**src/rtl/request_vote_pkg.sv**
```systemverilog
// Shared types, default parameters and width helper for the request vote block.
package request_vote_pkg;

  typedef enum logic [2:0] {
    ST_IDLE  = 3'd0,
    ST_WAKE  = 3'd1,
    ST_ON    = 3'd2,
    ST_HOLD  = 3'd3,
    ST_SLEEP = 3'd4,
    ST_FAULT = 3'd5
  } vote_state_e;

  localparam int unsigned DEF_NUM_VOTERS     = 4;
  localparam int unsigned DEF_HOLD_CYCLES    = 16;
  localparam int unsigned DEF_TIMEOUT_CYCLES = 1024;
  localparam int unsigned TIMER_W            = 16;

  // Bits needed to hold a count of 0..n.
  function automatic int unsigned count_width(input int unsigned n);
    return $clog2(n + 1);
  endfunction

endpackage

```
**src/rtl/request_module_timer.sv**
```systemverilog
// Loadable 16-bit down-counter that saturates at zero; shared by hold and timeout use.
module request_module_timer
  import request_vote_pkg::*;
(
  input  logic               clock,
  input  logic               sync_reset,
  input  logic               i_load,
  input  logic [TIMER_W-1:0] i_load_value,
  output logic               o_zero
);

  logic [TIMER_W-1:0] r_count;

  // Load has priority; otherwise count down and stick at zero.
  always_ff @(posedge clock) begin
    if (sync_reset) begin
      r_count <= '0;
    end else if (i_load) begin
      r_count <= i_load_value;
    end else if (r_count != '0) begin
      r_count <= r_count - TIMER_W'(1);
    end
  end

  assign o_zero = (r_count == '0);

endmodule

```
**src/rtl/request_module_vote.sv**
```systemverilog
// Power vote aggregator: keeps a downstream target awake while any requester votes,
// lingers before power-down, and flags timeouts and handshake protocol errors.
module request_module_vote
  import request_vote_pkg::*;
#(
  parameter int unsigned NUM_VOTERS     = DEF_NUM_VOTERS,
  parameter int unsigned HOLD_CYCLES    = DEF_HOLD_CYCLES,
  parameter int unsigned TIMEOUT_CYCLES = DEF_TIMEOUT_CYCLES
) (
  input  logic                                 clock,
  input  logic                                 sync_reset,
  input  logic [NUM_VOTERS-1:0]                vote_request,
  output logic [NUM_VOTERS-1:0]                vote_ready,
  output logic                                 target_request,
  input  logic                                 target_ready,
  input  logic                                 target_silent,
  input  logic                                 target_starting,
  input  logic                                 target_stopping,
  output logic [count_width(NUM_VOTERS)-1:0]   active_count,
  output logic                                 fault,
  input  logic                                 fault_clear
);

  localparam int unsigned CNT_W = count_width(NUM_VOTERS);

  // The zero flag rises on the last cycle of a timed state, so the timer is
  // loaded with N-1 to give exactly N cycles in that state.
  localparam logic [TIMER_W-1:0] HOLD_LOAD    = TIMER_W'(HOLD_CYCLES - 1);
  localparam logic [TIMER_W-1:0] TIMEOUT_LOAD = TIMER_W'(TIMEOUT_CYCLES - 1);

  vote_state_e           r_state;
  vote_state_e           w_next;
  logic [NUM_VOTERS-1:0] r_vote_ready;
  logic                  r_target_request;
  logic [CNT_W-1:0]      r_active_count;
  logic                  r_fault;

  logic                  w_any_vote;
  logic [CNT_W-1:0]      w_pop;
  logic                  w_timer_load;
  logic [TIMER_W-1:0]    w_timer_value;
  logic                  w_timer_zero;
  logic                  w_unused;

  // Starting/stopping status is informational only.
  assign w_unused = ^{target_starting, target_stopping};

  assign w_any_vote = |vote_request;

  // Population count of the current votes.
  always_comb begin
    w_pop = '0;
    for (int i = 0; i < int'(NUM_VOTERS); i++) begin
      w_pop = w_pop + CNT_W'(vote_request[i]);
    end
  end

  request_module_timer u_timer (
    .clock        (clock),
    .sync_reset   (sync_reset),
    .i_load       (w_timer_load),
    .i_load_value (w_timer_value),
    .o_zero       (w_timer_zero)
  );

  // Next-state decode and timer load requests; protocol errors override normal flow.
  always_comb begin
    w_next        = r_state;
    w_timer_load  = 1'b0;
    w_timer_value = '0;
    if (r_state == ST_FAULT) begin
      if (fault_clear) begin
        w_next = ST_IDLE;
      end
    end else if (target_ready && target_silent) begin
      w_next = ST_FAULT;
    end else if (!target_ready && (r_state == ST_ON || r_state == ST_HOLD)) begin
      w_next = ST_FAULT;
    end else begin
      case (r_state)
        ST_IDLE: begin
          if (w_any_vote && target_silent) begin
            w_next        = ST_WAKE;
            w_timer_load  = 1'b1;
            w_timer_value = TIMEOUT_LOAD;
          end
        end
        ST_WAKE: begin
          if (target_ready) begin
            w_next = ST_ON;
          end else if (w_timer_zero) begin
            w_next = ST_FAULT;
          end
        end
        ST_ON: begin
          if (!w_any_vote) begin
            w_next        = ST_HOLD;
            w_timer_load  = 1'b1;
            w_timer_value = HOLD_LOAD;
          end
        end
        ST_HOLD: begin
          // A vote arriving together with expiry keeps the target on.
          if (w_any_vote) begin
            w_next = ST_ON;
          end else if (w_timer_zero) begin
            w_next        = ST_SLEEP;
            w_timer_load  = 1'b1;
            w_timer_value = TIMEOUT_LOAD;
          end
        end
        ST_SLEEP: begin
          if (target_silent) begin
            w_next = ST_IDLE;
          end else if (w_timer_zero) begin
            w_next = ST_FAULT;
          end
        end
        default: begin
          w_next = ST_FAULT;
        end
      endcase
    end
  end

  // State register with outputs registered from the next state.
  always_ff @(posedge clock) begin
    if (sync_reset) begin
      r_state          <= ST_IDLE;
      r_target_request <= 1'b0;
      r_vote_ready     <= '0;
      r_active_count   <= '0;
      r_fault          <= 1'b0;
    end else begin
      r_state          <= w_next;
      r_target_request <= (w_next == ST_WAKE) || (w_next == ST_ON) || (w_next == ST_HOLD);
      r_vote_ready     <= (r_state == ST_ON && w_next == ST_ON) ? vote_request : '0;
      r_active_count   <= w_pop;
      r_fault          <= (w_next == ST_FAULT);
    end
  end

  assign vote_ready     = r_vote_ready;
  assign target_request = r_target_request;
  assign active_count   = r_active_count;
  assign fault          = r_fault;

endmodule

```
**config.mk**
```make
export PLATFORM = sky130hd
export DESIGN_NAME = request_module_vote
export DESIGN_NICKNAME = d
export VERILOG_FILES = /design/src/rtl/request_vote_pkg.sv /design/src/rtl/request_module_timer.sv /design/src/rtl/request_module_vote.sv
export SDC_FILE = /design/constraint.sdc
export NUM_CORES = 1
export LEC_CHECK = 0
export ABC_CLOCK_PERIOD_IN_PS = 4800
export CAP_MARGIN = 10
export CORE_MARGIN = 2
export CORE_UTILIZATION = 55
export CTS_BUF_LIST = sky130_fd_sc_hd__clkbuf_16
export DETAILED_ROUTE_END_ITERATION = 10
export DONT_BUFFER_PORTS = 1
export GPL_TIMING_DRIVEN = 0
export PLACE_DENSITY_LB_ADDON = 0.1
export SLEW_MARGIN = 15
export SYNTH_ARGS = -nofsm -noshare
export SYNTH_HDL_FRONTEND = slang
export SYNTH_SLANG_ARGS = --single-unit
```
**constraint.sdc**
```tcl
create_clock -name clock -period 4.8 [get_ports clock]
set_input_delay 0.72 -clock clock [delete_from_list [all_inputs] [get_ports clock]]
set_output_delay 0.72 -clock clock [all_outputs]
set_load 0.005 [all_outputs]
```
After elaboration in Yosys (flattened, before gate mapping)
Index checks and enable logic that the tools add are counted.
{"block": "op_classes", "n_addsub": 4, "n_eq_ne": 9, "muxes": 30, "bitwise_logic": 1, "n_reduce_logical": 14}
{"op": "$mux W10", "n": 6}
{"op": "$mux W3", "n": 11}
{"op": "$mux W16", "n": 2}
{"op": "$pmux W10 S3", "n": 1}
{"op": "$logic_not A16 Y1", "n": 1}
{"op": "$reduce_bool A16 Y1", "n": 1}
{"op": "$sub A16 B1 Y16 const B", "n": 1}
{"op": "$pmux W3 S5", "n": 1}
{"op": "$eq A3 B2 Y1 const B", "n": 4}
{"op": "$eq A3 B3 Y1 const B", "n": 3}
{"op": "$mux W1", "n": 7}
{"op": "$eq A3 B1 Y1 const B", "n": 2}
{"op": "$logic_and A1 B1 Y1", "n": 4}
{"op": "$mux W4", "n": 1}
{"op": "$reduce_or A4 Y1", "n": 1}
{"op": "$add A2 B1 Y3", "n": 1}
{"op": "$add A3 B1 Y3", "n": 1}
{"op": "$logic_not A3 Y1", "n": 1}
{"op": "$logic_or A1 B1 Y1", "n": 3}
{"op": "$pmux W1 S3", "n": 1}
{"op": "$add A1 B1 Y2", "n": 1}
{"op": "$reduce_bool A2 Y1", "n": 1}
{"op": "$reduce_or A2 Y1", "n": 1}
{"op": "$logic_not A1 Y1", "n": 1}
{"op": "$not A1 Y1", "n": 1}
{"block": "word_totals", "ff_bits": 28, "input_bits": 11, "out_inout_bits": 9, "word_cells": 64}

Longest topological paths before layout
{"block": "logic_depth", "depth_word": 11, "mapped_depth": 8, "mapped_depth_nobuf": 7}

Hierarchy
A second synthesis with hierarchy kept.
{"block": "hier_totals", "cells_unflattened": 189, "area_unflattened_um2": 1591.5}
{"mod": "request_module_timer", "instances": 1, "cells_each": 116, "area_each_um2": 964.7, "seq_area_each_um2": 320.3}
{"mod": "request_module_vote", "instances": 1, "cells_each": 73, "area_each_um2": 626.9, "seq_area_each_um2": 240.2}

Least setup slack after synthesis
No wires, ideal clock.
{"block": "synth_path", "path_type": "in2reg", "start": "input port vote_request[0]", "end": "register r_vote_ready[0], in the netlist vote_ready[0]", "setup_ps": 60, "arrival_ps": 2196, "t_required_ps": 4740, "slack_ps": 2544, "path_stages": 7, "path_buffers": 0, "cell_sequence": "inv_1 > ha_1 > or3b_1 > a221o_1 > a211o_1 > o211ai_2 > and3_1"}
{"block": "synth_between", "elab_chain_len": 11, "word_cells_on_any_way": 13, "cone_classes": "eq/ne: 1; mux: 7; bitwise: 1; reduce/logical: 4"}
{"element": "start, declared", "line": "request_module_vote.sv:12", "source": "input logic [NUM_VOTERS-1:0] vote_request,"}
{"element": "$reduce_or A4 Y1", "line": "request_module_vote.sv:48", "source": "assign w_any_vote = |vote_request;"}
{"element": "$logic_and A1 B1 Y1", "line": "request_module_vote.sv:82", "source": "if (w_any_vote && target_silent) begin"}
{"element": "$mux W3", "line": "request_module_vote.sv:82"}
{"element": "$pmux W3 S5", "line": "request_module_vote.sv:80", "source": "case (r_state)"}
{"element": "$mux W3", "line": "request_module_vote.sv:77", "source": "end else if (!target_ready && (r_state == ST_ON || r_state == ST_HOLD)) begin"}
{"element": "$mux W3", "line": "request_module_vote.sv:75", "source": "end else if (target_ready && target_silent) begin"}
{"element": "$mux W3", "line": "request_module_vote.sv:71", "source": "if (r_state == ST_FAULT) begin"}
{"element": "$eq A3 B2 Y1", "line": "request_module_vote.sv:137", "source": "r_vote_ready <= (r_state == ST_ON && w_next == ST_ON) ? vote_request : '0;"}
{"element": "$logic_and A1 B1 Y1", "line": "request_module_vote.sv:137"}
{"element": "$not A1 Y1 (no source line)"}
{"element": "$reduce_or A2 Y1 (no source line)"}
{"element": "end signal, assigned", "line": "request_module_vote.sv:137"}
{"element": "end, declared", "line": "request_module_vote.sv:33", "source": "logic [NUM_VOTERS-1:0] r_vote_ready;"}
Several ways; a longest one is shown, not always the timed one.
A chain may end at the register's enable or synchronous reset.

Final worst setup path
{"block": "layout_path", "start": "input port vote_request[0]", "end": "register r_vote_ready[2], in the netlist vote_ready[2]"}
{"block": "layout_between", "elab_chain_len": 11, "word_cells_on_any_way": 13, "cone_classes": "eq/ne: 1; mux: 7; bitwise: 1; reduce/logical: 4"}
{"element": "$reduce_or A4 Y1 (*)", "line": "request_module_vote.sv:48"}
{"element": "$logic_and A1 B1 Y1", "line": "request_module_vote.sv:82"}
{"element": "$mux W3", "line": "request_module_vote.sv:82"}
{"element": "$pmux W3 S5 (*)", "line": "request_module_vote.sv:80"}
{"element": "$mux W3 (*)", "line": "request_module_vote.sv:77"}
{"element": "$mux W3 (*)", "line": "request_module_vote.sv:75"}
{"element": "$mux W3 (*)", "line": "request_module_vote.sv:71"}
{"element": "$eq A3 B2 Y1 (*)", "line": "request_module_vote.sv:137"}
{"element": "$logic_and A1 B1 Y1 (*)", "line": "request_module_vote.sv:137"}
{"element": "$not A1 Y1 (no source line) (*)"}
{"element": "$reduce_or A2 Y1 (no source line) (*)"}
Mark *: on every way between the ends. The rest lies on a longest branch, timed or not.

==> summary.txt <==
Run status
  • Outcome: completed

Timing
  • Fin Setup TNS: 0 ns
  • Fmax: 0.4675 GHz
  • Min Tclk post-route: 2.139 ns
  • Endpoints failing setup: 0
  • RSZ-0062 raised after global routing: false
  • Slew at the pin closest to its max-slew limit: 0.6980 ns
  • Clk_skew: 0.005826 ns
  • Final hold violations: 0
  • Fin crit share: 0.4456
  • Max-slew violation count: 0
  • Slew headroom: 0.5297

Synth
  • Async set or reset register ratio after synthesis: 0
  • Top-area cell type share of the netlist area: 0.3765
  • Most common cell in the netlist: dfxtp_1
  • Yosys warning count: 0
  • Largest cells by area after synthesis: dfxtp_1, xnor2_1, a21oi_1, nor2_1, ha_1
  • Syn Std Cell Area: 1489 um^2
  • Number of flops mapped to enable cells by yosys: 0
  • Distinct cells, synth: 40
  • Primary FF master, synth: dfxtp_1
  • Syn avg cell area: 8.607 um^2
  • Largest area contributor in the netlist: dfxtp_1
  • Most instantiated cells after synthesis: dfxtp_1, nor2_1, a21oi_1
  • Syn_nets: 190
  • Register area share after synthesis: 0.3765
  • Synthesized flop and latch total: 28
  • Cell count after synthesis: 173

Critical path
  • Req. time, crit path: 5.01 ns
  • R2r setup slk: 2.72 ns
  • Nature of the critical path endpoint: flop
  • CP Class: in -> reg
  • Crit path arrival time: 2.35 ns
  • CP Launch Type: input pin
  • Worst-path maximum fanout: 6

Pwr
  • Power per cell area: 600.0 nW/um^2
  • Flop pwr share: 0.359
  • Pint: 634.2 uW
  • Peak supply drop: 322.9 uV
  • Switch share: 0.3522
  • Pleak: 0.6428 nW
  • Comb pwr share: 0.392
  • Psw: 344.7 uW
  • Clock power share: 0.249

Floorplan
  • Io pins: 20
  • Core ar.: 2522 um^2
  • Total die area: 3139 um^2
  • Row Count: 18
  • Die height: 56.03 um
  • Die width: 56.03 um
  • Initial Util: 0.5903

Detailed routing
  • DR DRC count: 0
  • WL/cell: 14.34 um
  • Avg Vias per Cell: 5.879
  • Initial DRC Count: 33
  • Antenna Nets Post-Route: 0
  • Vias: 1217
  • 1st-pass router iterations: 4
  • WL final: 2.968 mm

Layout
  • Layout cells sized above 1: 0.08475
  • Non-filler cells, final: 207
  • Area growth, synth to finish: 9.580%
  • FILL cells: 224
  • Nets: 195
  • # diodes: 0

Global route
  • Global route overflow: 0
  • Initial antenna violation count: 0
  • Vias in the first global route: 1125
  • First-pass GRT wire length: 5.119 mm
  • GR Util met1: 0.2590
  • Overall routing resource usage: 0.2043
  • GR Util met3: 0.02791
  • Met2 Resource Use GR: 0.3513
  • Largest net degree at the start of global routing: 17
  • GRT busiest layer: met2

Clocking
  • Htree depth: 1
  • TritonCTS Buffers: 3
  • # hold bufs at CTS: 0
  • CTS root buf: clkbuf_16
  • CTS tree: yes
  • Clock Latency Late Sink: 0.26 ns
  • Post-CTS Setup Bufs: 0
  • Worst-case clock buffer depth: 2
  • Post-cts gate resize count: 0
  • Reg clk slew, reported paths: 0.07 ns
  • Clock sinks: 28

Placement
  • Number of I/O port buffers: 0
  • DPL Wire Length: 2.116 mm
  • Gpl congestion: 0.8753
  • Total placed cells including tap cells: 203

Worst hold path
  • Hold Crit Class: reg -> reg

Job
  • Max-cap violations: 0
==> routing by layer <==
layer / vias up / wire length [um]
met5: - / 0
met4: 0 / 42
met3: 5 / 121
met2: 32 / 1452
met1: 563 / 1350
li1: 617 / -
==> metrics by stage <==
step / util / cell area, um^2 / total power [mW] / hold WS, ns / worst slack (ns)
after floorplan: - / 1489 / 0.6640 / 0.4853 / 2.544
after global placement: 0.6052 / 1526 / 0.7201 / 0.5036 / 2.416
final: 0.6468 / 1632 / 0.9789 / 0.5290 / 2.661
after global routing: 0.6468 / 1632 / 1.050 / 0.5491 / 2.469
after CTS: 0.6468 / 1632 / 0.9818 / 0.5290 / 2.660
after detailed placement: 0.6052 / 1526 / 0.7330 / 0.5135 / 2.403
==> state kept, by name, indices dropped and copies added, names as in the netlist <==
name             cells
active_count         3
vote_ready           4
fault                1
r_state              3
u_timer.r_count     16
target_request       1
==> worst max-delay path, cell delays in order <==
cell	delay (ns)
inv_1	0.08
ha_1	0.19
or3b_1	0.40
a221o_1	0.31
a211o_1	0.32
o211ai_2	0.13
and3_1	0.21
==> worst paths after layout <==
kind,startpoint,end,cells after the start
hold / removal,u_timer.r_count[15],u_timer.r_count[15],2
hold reg to reg,u_timer.r_count[15],u_timer.r_count[15],2
setup / recovery,vote_request[0],vote_ready[2],7
setup reg to reg,u_timer.r_count[0],u_timer.r_count[6],7
==> power groups by stage <==
stage / registers [mW] / logic, mW / clock network [mW]
2_1_floorplan: 0.343 / 0.321 / 0
3_3_place_gp: 0.352 / 0.368 / 0
3_5_place_dp: 0.355 / 0.378 / 0
4_1_cts: 0.350 / 0.385 / 0.247
5_1_grt: 0.360 / 0.434 / 0.256
6_report: 0.351 / 0.384 / 0.244
==> kinds of logic after synthesis <==
logic type      synth area share
buf+inv                  0.03614
xor+xnor                 0.07647
flops                     0.3765
fa+ha+maj                0.05546
compound gates            0.1336
simple gates              0.3218
==> layout by cell type, fill, tap and decap left out, types with 2 or more instances in the layout <==
master	Yosys	routed
a21oi_1	14	14
a221o_1	2	2
a31oi_1	2	2
and3_1	5	5
buf_2	4	4
clkbuf_1	2	2
clkbuf_16	0	3
dfxtp_1	28	28
ha_1	5	5
inv_1	7	7
nand2_1	13	13
nand2b_1	2	2
nand3_1	3	3
nand3b_1	3	3
nand4b_1	3	3
nor2_1	18	18
nor2b_1	7	7
nor3_1	6	6
nor3b_1	3	3
nor4_1	4	4
o21ai_0	7	7
o21bai_1	2	2
or2_2	2	2
or3b_1	2	2
xnor2_1	13	13
==> area by class of cell <==
class                   instances  area [um^2]  share of cell area
inverters                       7        26.28             0.01610
clock inverters                 1        30.03             0.01840
flip-flops and latches         28        560.5              0.3436
well taps                      30        37.54             0.02301
multi-input cells             132        874.6              0.5360
plain buffers                   6        27.53             0.01687
clock buffers                   3        75.07             0.04601
Power figures use the tool's default switching activity.
